**src/rtl/seven_segment_scanner.sv**
```systemverilog
// Time-multiplexed seven-segment display driver: staged/shadowed hex value,
// per-slot anti-ghosting guard, optional leading-zero blanking, registered pins.
module seven_segment_scanner #(
  parameter int DIGITS         = 4,
  parameter int DIV            = 1024,
  parameter int GUARD          = 2,
  parameter int SEG_ACTIVE_LOW = 1,
  parameter int AN_ACTIVE_LOW  = 1
) (
  input  logic                  clk,
  input  logic                  rst,
  input  logic [4*DIGITS-1:0]   value,
  input  logic [DIGITS-1:0]     dp,
  input  logic                  load,
  input  logic                  blank_lz,
  output logic [6:0]            seg,
  output logic                  seg_dp,
  output logic [DIGITS-1:0]     an,
  output logic                  frame_done
);

  localparam int CNT_W = (DIV > 1) ? $clog2(DIV) : 1;
  localparam int IDX_W = (DIGITS > 1) ? $clog2(DIGITS) : 1;

  // XOR masks: applying them to an active-high pattern yields pin polarity,
  // and applying them to zero yields the "everything off" pin level.
  localparam logic [6:0]        SEG_MASK = (SEG_ACTIVE_LOW != 0) ? 7'h7F : 7'h00;
  localparam logic              DP_MASK  = (SEG_ACTIVE_LOW != 0);
  localparam logic [DIGITS-1:0] AN_MASK  = (AN_ACTIVE_LOW != 0) ? {DIGITS{1'b1}} : {DIGITS{1'b0}};

  logic [CNT_W-1:0]    r_cnt;
  logic [IDX_W-1:0]    r_idx;
  logic [4*DIGITS-1:0] r_stg_val;
  logic [DIGITS-1:0]   r_stg_dp;
  logic [4*DIGITS-1:0] r_shd_val;
  logic [DIGITS-1:0]   r_shd_dp;
  logic [6:0]          r_seg;
  logic                r_seg_dp;
  logic [DIGITS-1:0]   r_an;
  logic                r_frame_done;

  logic                w_slot_end;
  logic                w_frame_end;
  logic [DIGITS-1:0]   w_lz;
  logic [3:0]          w_nib;
  logic                w_dp;
  logic                w_blank;
  logic [6:0]          w_seg;
  logic [DIGITS-1:0]   w_an;

  function automatic logic [6:0] seg7_decode(input logic [3:0] n);
    case (n)
      4'h0: seg7_decode = 7'b0111111;
      4'h1: seg7_decode = 7'b0000110;
      4'h2: seg7_decode = 7'b1011011;
      4'h3: seg7_decode = 7'b1001111;
      4'h4: seg7_decode = 7'b1100110;
      4'h5: seg7_decode = 7'b1101101;
      4'h6: seg7_decode = 7'b1111101;
      4'h7: seg7_decode = 7'b0000111;
      4'h8: seg7_decode = 7'b1111111;
      4'h9: seg7_decode = 7'b1101111;
      4'hA: seg7_decode = 7'b1110111;
      4'hB: seg7_decode = 7'b1111100;
      4'hC: seg7_decode = 7'b0111001;
      4'hD: seg7_decode = 7'b1011110;
      4'hE: seg7_decode = 7'b1111001;
      default: seg7_decode = 7'b1110001;
    endcase
  endfunction

  assign w_slot_end  = (r_cnt == CNT_W'(DIV - 1));
  assign w_frame_end = w_slot_end && (r_idx == IDX_W'(DIGITS - 1));

  // NOTE: sequential state uses non-blocking assignments so every register
  // samples pre-edge values regardless of statement order.
  always_ff @(posedge clk or posedge rst) begin
    if (rst) begin
      r_cnt <= '0;
      r_idx <= '0;
    end else if (w_slot_end) begin
      r_cnt <= '0;
      r_idx <= (r_idx == IDX_W'(DIGITS - 1)) ? '0 : r_idx + 1'b1;
    end else begin
      r_cnt <= r_cnt + 1'b1;
    end
  end

  // Shadow only moves at frame end so a frame is never torn; a load on that
  // same edge bypasses staging.
  always_ff @(posedge clk or posedge rst) begin
    if (rst) begin
      r_stg_val <= '0;
      r_stg_dp  <= '0;
      r_shd_val <= '0;
      r_shd_dp  <= '0;
    end else begin
      if (load) begin
        r_stg_val <= value;
        r_stg_dp  <= dp;
      end
      if (w_frame_end) begin
        r_shd_val <= load ? value : r_stg_val;
        r_shd_dp  <= load ? dp    : r_stg_dp;
      end
    end
  end

  // w_lz[i]: shadow nibbles i..DIGITS-1 are all zero.
  // NOTE: every always_comb output gets a default first so no latch is inferred.
  always_comb begin
    w_lz = '0;
    w_lz[DIGITS-1] = (r_shd_val[4*DIGITS-1 -: 4] == 4'h0);
    for (int i = DIGITS - 2; i >= 0; i--) begin
      w_lz[i] = w_lz[i+1] && (r_shd_val[4*i +: 4] == 4'h0);
    end
  end

  always_comb begin
    w_nib   = 4'h0;
    w_dp    = 1'b0;
    w_blank = 1'b0;
    for (int i = 0; i < DIGITS; i++) begin
      if (r_idx == IDX_W'(i)) begin
        w_nib   = r_shd_val[4*i +: 4];
        w_dp    = r_shd_dp[i];
        w_blank = blank_lz && (i != 0) && w_lz[i];
      end
    end
  end

  assign w_seg = w_blank ? 7'b0000000 : seg7_decode(w_nib);
  assign w_an  = (r_cnt >= CNT_W'(GUARD)) ? (DIGITS'(1) << r_idx) : '0;

  always_ff @(posedge clk or posedge rst) begin
    if (rst) begin
      r_seg        <= SEG_MASK;
      r_seg_dp     <= DP_MASK;
      r_an         <= AN_MASK;
      r_frame_done <= 1'b0;
    end else begin
      r_seg        <= w_seg ^ SEG_MASK;
      r_seg_dp     <= w_dp ^ DP_MASK;
      r_an         <= w_an ^ AN_MASK;
      r_frame_done <= w_frame_end;
    end
  end

  assign seg        = r_seg;
  assign seg_dp     = r_seg_dp;
  assign an         = r_an;
  assign frame_done = r_frame_done;

endmodule
```
**config.mk**
```make
export PLATFORM = sky130hd
export DESIGN_NAME = seven_segment_scanner
export DESIGN_NICKNAME = d
export VERILOG_FILES = /design/src/rtl/seven_segment_scanner.sv
export SDC_FILE = /design/constraint.sdc
export NUM_CORES = 1
export LEC_CHECK = 0
export ABC_AREA = 0
export CAP_MARGIN = 10
export CORE_MARGIN = 3
export CORE_UTILIZATION = 40
export CTS_CLUSTER_SIZE = 30
export DETAILED_ROUTE_END_ITERATION = 12
export HOLD_SLACK_MARGIN = 0.1
export PLACE_DENSITY = 0.71
export SYNTH_ARGS = -nofsm -noshare
export SYNTH_HDL_FRONTEND = slang
export SYNTH_SLANG_ARGS = --single-unit
```
**constraint.sdc**
```tcl
create_clock -name clk -period 2.44 [get_ports clk]
set_clock_uncertainty 0.05 [all_clocks]
set_input_delay 0.488 -clock clk [delete_from_list [all_inputs] [get_ports clk]]
set_output_delay 0.488 -clock clk [all_outputs]
set_load 0.005 [all_outputs]
```
# After elaboration in Yosys (flattened, before gate mapping)
# Memories as Yosys holds them, arrays and structs flattened.
# Index checks and enable logic that the tools add are counted.
totals:
  n_memories: 1
  reg_bits: 65
  romBits: 112
  input_bits: 24
  elab_cells: 49
mem_list:
  columns: ["memory", "words", "width", "rd", "rd_ports_with_merged_regs", "wr", "line_no", "text"]
  rows:
  - ["(name not given)", 16, 7, 1, 0, 0, "52", "case (n)"]
classes:
  order_cmp: 1
  n_eq_ne: 4
  n_bitwise: 3
  n_mux: 17
  n_shift: 1
  addsub: 2
  reduce_logical: 10
ops:
  columns: ["op", "n"]
  rows:
  - ["2-to-1 mux 4 bit", 6]
  - ["2-to-1 mux 16 bit", 1]
  - ["zero test 4 bit", 3]
  - ["adder 10 x 1 -> 10 bit, second input constant", 1]
  - ["== test 10 bit, second input constant", 1]
  - ["greater-or-equal comparator 10 x 2 -> 1 bit, second input constant", 1]
  - ["2-to-1 mux 10 bit", 1]
  - ["2-to-1 mux 1 bit", 7]
  - ["2-to-1 mux 7 bit", 1]
  - ["inverter 7 bit", 1]
  - ["logical AND 1 bit", 6]
  - ["== test 2 bit, second input constant", 2]
  - ["inverter 4 bit", 1]
  - ["left shift 1 x 2 -> 4 bit, first input constant", 1]
  - ["adder 2 x 1 -> 2 bit, second input constant", 1]
  - ["== test 2 x 1 -> 1 bit, second input constant", 1]
  - ["zero test 2 bit", 1]
  - ["2-to-1 mux 2 bit", 1]
  - ["inverter 1 bit", 1]

# Logic depth before layout (Yosys ltp)
logic_depth:
  depth_word: 9
  ltp_mapped: 10
  depth_no_buf: 10

# Worst setup path before layout
# Ideal clock, no wire load.
synth_timing:
  kind: "reg-to-reg"
  start: "register r_idx[0]"
  end: "register r_seg[2], in the netlist seg[2]"
  path_slack_ps: 292
  required_time_ps: 2292
  stages_incl_launch_ff: 9
  path_buffers: 0
  arrival_ps: 2000
  cell_sequence: "dfrtp_1 > inv_1 > ha_1 > and3b_1 > a21oi_1 > a221oi_2 > inv_1 > ha_1 > o311ai_1"
synth_between:
  elab_chain_len: 8
  elab_cells_between_ends: 14
synth_lines:
  columns: ["element", "line_no", "text"]
  rows:
  - ["from (decl)", "32", "logic [IDX_W-1:0] r_idx;"]
  - ["from (signal assigned)", "83", "r_idx <= (r_idx == IDX_W'(DIGITS - 1)) ? '0 : r_idx + 1'b1;"]
  - ["zero test 2 bit", "124", "if (r_idx == IDX_W'(i)) begin"]
  - ["2-to-1 mux 4 bit (4 in a row)", "124", null]
  - ["memory read (16 x 7 bit)", null, null]
  - ["2-to-1 mux 7 bit *", "132", "assign w_seg = w_blank ? 7'b0000000 : seg7_decode(w_nib);"]
  - ["inverter 7 bit (no line) *", null, null]
  - ["to (signal assigned)", "142", "r_seg <= w_seg ^ SEG_MASK;"]
  - ["to (decl)", "37", "logic [6:0] r_seg;"]
# Every way passes the cells marked *; elsewhere a longest branch is shown, timed or not.
# A chain may end at the register's enable or synchronous reset.

# Worst setup path in the final report
# Same ends and word-level chain as after synthesis.

==> summary.txt <==
relative max-transition margin: 63.6%
P&R area growth vs syn: 25.0%
startpoint types: flip-flop
Antenna Violating Nets Remaining: 0
Fmax: 0.439 GHz
hold slack: 0.373 ns
DR DRC count: 0
footprint of the multi-input gates: 1280 µm²
crit-path cells: inv_1 -> ha_1 -> nor2_2 -> a221oi_2 -> inv_1 -> ha_1 -> o311ai_1
CP arrival: 2.47 ns
Starting Density: 42.6%
fin. max-slew vios: 0
final setup TNS: 0 ns
slew of the pin with the lowest slew margin: 0.543 ns
Clk Latency, worst-skew pair: 0.34 ns
first-pass GRT wire length: 9580 µm
status: completed
register bit total from synthesis: 65
Critical Path RT: 2.63 ns
vias per cell: 5.06
CP delay by family, top: compound AO/OA/AOI/OAI gates
Clock transition at path regs: 0.07 ns
die width: 92.7 µm
worst-case clock buffer depth: 2
Worst path max stage delay: 0.41 ns
total core area: 7060 µm²
largest family of logic cells by synthesized area: multiplexers
layout cell share with drive strength beyond 1: 26.2%
FF-to-FF path depth: 7
Num CTS Buffers: 9
RSZ-0062 raised after global routing: false
Leak: 1.67 nW
HP Class: reg2reg
Sequential Area: 1640 µm²
vias in the first global route: 2,018
Power Total: 0.00227 W
Placed Area: 3520 µm²
cell area power density: 604 nW/µm²
most frequent cells in the layout: dfrtp_1 (53), clkdlybuf4s50_1 (36), mux2_2 (21), mux2_1 (19), nor2_1 (16)
Post-Synth Adder-Cell Area: 4.99%
HPWL Detailed: 3840 µm
GRT overflow: 0
commonest non-fill, non-tap cell in the layout: dfrtp_1
Final Setup Violations: 0
maximum VDD drop: 0.000464 V
fin crit share: 93.5%
area share of xor/xnor cells in the synthesized design: 2.04%
CTS H-tree lvls: 3
Max Cap Viol: 0
Slowest-stage cell, CP: dfrtp_1
GRT Overall Usage: 14.3%
post-synthesis simple-gate area fraction: 11.2%
Hold Vio Cnt, Final: 0
Initial DRT Pass Iterations: 4
Worst Setup End Kind: flip-flop
CTS hold repair buffers: 0
wire per inst: 14.6 µm
Synth Area per Inst: 12.8 µm²
CTS tree: built
mux share of post-synthesis cell area: 15.6%
I/O Buffers: 36
largest net degree at the start of global routing: 66
worst-path maximum fanout: 10
Layout fillers: 630
Die Ht: 92.7 µm
register area share after synthesis: 54.6%
Crit Path Class: reg2reg
initial antenna violation count: 0
Iteration-0 DRC Markers: 60
Mapped Cells: 234
Final Non-Filler Cells: 382
Cell variety after synth: 46
Final nets: 317
Worst path depth: 7
Hold Path Cell Cnt: 1
# rows: 30
io pins: 37
clk sinks: 65
post-route cell area: 3760 µm²
syn nets: 270
via count: 1,933
Synth Area in Compound Gates: 8.66%
diode count: 0
Buf/Inv on CP: 2
fin crit period: 2.28 ns
die area: 8590 µm²
Netlist Area Pre-Place: 3010 µm²
total wire length: 5570 µm
Synthesis Warnings: 0
Root Buffer Master: clkbuf_8
RePlAce Congestion: 0.803
Placed Cells incl. Taps: 365
-- through the flow --
stage / setup WS [ns] / utilization [%]
2_1_floorplan: 0.292 / -
3_3_place_gp: 0.206 / 49.8
3_5_place_dp: 0.0386 / 49.8
4_1_cts: 0.0258 / 53.1
5_1_grt: 0.00596 / 53.2
6_report: 0.160 / 53.2
-- kinds of logic (layout without fill, tap and decap cells) --
kind of cell | count (synthesis) | count (layout)
muxes | 42 | 42
AOI/OAI and AO/OA | 28 | 28
adders and majority gates | 12 | 12
xor gates and xnor gates | 7 | 7
DFF | 65 | 65
and+or+nand+nor | 62 | 62
buffers and inverters | 18 | 70
-- routing by layer --
metal | routed length [µm] | vias to the layer above | global-route usage, %
met5 | 0 | - | 0
li1 | - | 927 | -
met4 | 127 | 0 | 6.72
met1 | 2510 | 946 | 17.9
met2 | 2670 | 46 | 22.8
met3 | 260 | 14 | 4.31
-- power breakdown --
part           switching [W]  internal (W)  leakage (nW)  total (W)
Clock               0.000407      0.000627         0.115    0.00103
Combinational      0.0000489     0.0000689         0.753   0.000118
Sequential        0.00000747       0.00111         0.805    0.00112
Total               0.000464       0.00181          1.67    0.00227
-- final timing paths --
path / startpoint / end / slack [ns]
max: r_idx[0] / seg[2] / 0.16
min: r_shd_dp[3] / seg_dp / 0.37
max reg2reg: r_idx[0] / seg[2] / 0.16
min reg2reg: r_shd_dp[3] / seg_dp / 0.37
max in group asynchronous: rst / seg[6] / 1.54
min in group asynchronous: rst / r_stg_val[11] / 0.48
-- what timing repair did --
item,CTS,global route
hold endpoints to repair,0,0
resized for setup,0,2
setup endpoints to repair,0,5
buffers inserted,0,1
-- registers in the layout (all words and copies together), names as in the netlist --
name        flops
r_idx           2
r_stg_val      16
seg_dp          1
r_stg_dp        4
frame_done      1
r_shd_dp        4
r_shd_val      16
r_cnt          10
an              4
seg             7
-- synthesized netlist by cell type, drive strengths merged --
master	instances	area share [%]
nor2b	2	0.42
nor3b	4	1.2
a41oi	1	0.54
and4	1	0.29
o21ai	4	0.67
o22ai	2	0.42
xor2	3	0.87
a31oi	2	0.42
o211ai	1	0.25
nor2	19	2.6
inv	10	1.2
o221ai	2	0.79
or4	1	0.25
dfstp	12	10
and2	1	0.21
o311ai	1	0.29
mux2i	2	0.67
xnor2	4	1.2
a221o	1	0.33
nand3	8	1.3
a221oi	1	0.50
a211oi	2	0.67
buf	6	1.3
a311o	2	0.75
a21oi	6	1.0
a311oi	2	1.7
and3b	1	0.29
clkbuf	2	0.25
o41ai	1	0.29
ha	12	5.0
nor4	3	0.62
nand3b	4	1.5
nand4	2	0.42
dfrtp	53	44
mux2	40	15
nand2	16	2.1
-- cell type report --
cell class	instances	share of cell area, %
flip-flops and latches	65	43.7
clock inverters	5	2.06
multi-input cells	151	34.2
inverters	10	0.999
clock buffers	11	4.03
well taps	96	3.20
repair buffers	44	11.9
Power figures use the tool's default switching activity.
==> patch, RTL diff (same flow settings) <==
Put one more register stage on the output `seg`, with the module's reset. The value now appears one clock later. The other outputs are not delayed to match.
--- a/src/rtl/seven_segment_scanner.sv
+++ b/src/rtl/seven_segment_scanner.sv
@@ -146,7 +146,13 @@
     end
   end
 
-  assign seg        = r_seg;
+  always_ff @(posedge clk or posedge rst) begin
+    if (rst) begin
+      seg <= '0;
+    end else begin
+      seg <= r_seg;
+    end
+  end
   assign seg_dp     = r_seg_dp;
   assign an         = r_an;
   assign frame_done = r_frame_done;
Formal check against the unedited RTL: not equivalent (Yosys sat finds a counterexample within 4 cycles, from zero or initial values and one cycle with rst high).
==> patch against the original RTL <==
Area after synthesis is 7.1% higher. Clock power is 24% lower. Largest power group unchanged. Critical endpoint is now r_seg[1]. Design area is 4.0% higher. First-iteration DRC count is 10% lower. Sequential cell count is 7 higher. Sequential power is 16% higher. Power is 1.7% higher. Worst setup slack better by 0.059 ns. Die area is 6.6% higher. Highest routed layer unchanged. Wire length is 1.5% lower. Non-clock buffer count is 2 lower. Core utilization is 2.9 points lower.
==> patch: results (changes against the original RTL) <==
status: "finished, final reports clean"  # unchanged
wl_mm: 5.491  # was 5.572 mm
seq_area_frac_synth: 0.5641  # was 0.5460
vias_per_cell: 4.923  # was 5.060
syn_nets: 276  # was 270
wire_per_inst_um: 14.01  # was 14.59 µm
ir_drop_v: 0.0002563  # was 0.0004644 V
clock_path_buffers: 2  # unchanged
top_regs: "r_shd_val (16), r_stg_val (16), r_cnt (10)"  # unchanged
place_area_um2: 3736  # was 3517 µm²
drive_above_1_share: 0.2862  # was 0.2622
crit_arrival_ns: 2.42  # was 2.47 ns
cp_max_fo: 6  # was 10
hpwlAfterDp_mm: 3.843  # was 3.842 mm
drtPass1Iterations: 4  # unchanged
post_synth_num_cell_types: 45  # was 46
gp_congestion: 0.8337  # was 0.8031
fillCellCount: 705  # was 630
hold_class: "reg2reg"  # unchanged
p_int_mw: 1.805  # was 1.807 mW
antenna_found_initial: 0  # unchanged
p_seq_mw: 1.30  # was 1.12 mW
drt_iter0_markers: 54  # was 60
synthTopCellsByCount: "dfrtp_1, mux2_2, mux2_4"  # was dfrtp_1, mux2_2, mux2_1
grt_start_max_net_pins: 73  # was 66
cp_top_family: "adder cells"  # was compound AO/OA/AOI/OAI gates
syn_inst: 240  # was 234
grt_pass1_vias: 1946  # was 2018
grt.total_usage: 0.1347  # was 0.1434
power.leakage_nw: 1.718  # was 1.673 nW
power_frac_seq: 0.563  # was 0.493
dp_cells: 376  # was 365
power_clock_mw: 0.785  # was 1.03 mW
netlist_top_cells_area: "dfrtp_1, dfstp_2, mux2_4"  # was dfrtp_1, dfstp_2, mux2_2
fin_nets: 321  # was 317
tightest_slew_ns: 0.4831  # was 0.5432 ns
grt_pass1_wl_mm: 9.425  # was 9.577 mm
patch: cell families (layout without fill, tap and decap cells):
logic type	count (synthesis)	after routing	share of synthesized area
multiplexers	45	45	0.1779
XOR/XNOR	7	7	0.01904
buffers and inverters	18	68	0.02681
AO/OA/AOI/OAI	28	28	0.06760
flip-flops	72	72	0.5641
AND/OR/NAND/NOR	58	58	0.09790
adder cells (fa/ha/maj)	12	12	0.04662
patch: timing repair:
action	CTS	global route
endpoints found under the setup margin	0	8
hold buffers	0	0
buffers inserted	0	0
resized for setup	0	5
endpoints found under the hold margin	0	0
patch: worst paths after layout:
check / startpoint / endpoint / slack, ns / cells after the start
hold reg to reg: r_seg[3] / seg[3] / 0.34 / 0
setup reg to reg: r_idx[0] / r_seg[1] / 0.22 / 8
hold / removal: r_seg[3] / seg[3] / 0.34 / 0
setup / recovery: r_idx[0] / r_seg[1] / 0.22 / 8
max in group asynchronous: rst / an[1] / 1.53 / 3
min in group asynchronous: rst / seg[3] / 0.50 / 3
patch: per-layer routing:
layer,vias to the layer above,global-route usage,wire length [µm]
li1,956,-,-
met1,920,0.1862,2742
met2,47,0.1980,2376
met3,7,0.04300,299
met4,0,0.04976,72
met5,-,0,0
patch: through the flow:
stage | util | setup WS [ns]
finish | 0.5032 | 0.2186
global route | 0.5032 | -0.02133
CTS | 0.5018 | 0.08430
detailed placement | 0.4810 | 0.1035
global placement | 0.4810 | 0.1481
floorplan | - | 0.09694
patch: layout make-up:
cell class,instances,area (µm²),area share
Timing Repair Buffer,42,430.4,0.1101
Tap cell,102,127.6,0.03265
Clock inverter,1,5.005,0.001280
Clock buffer,15,156.4,0.04001
Multi-Input combinational cell,150,1335,0.3415
Inverter,10,37.54,0.009603
Sequential cell,72,1817,0.4648
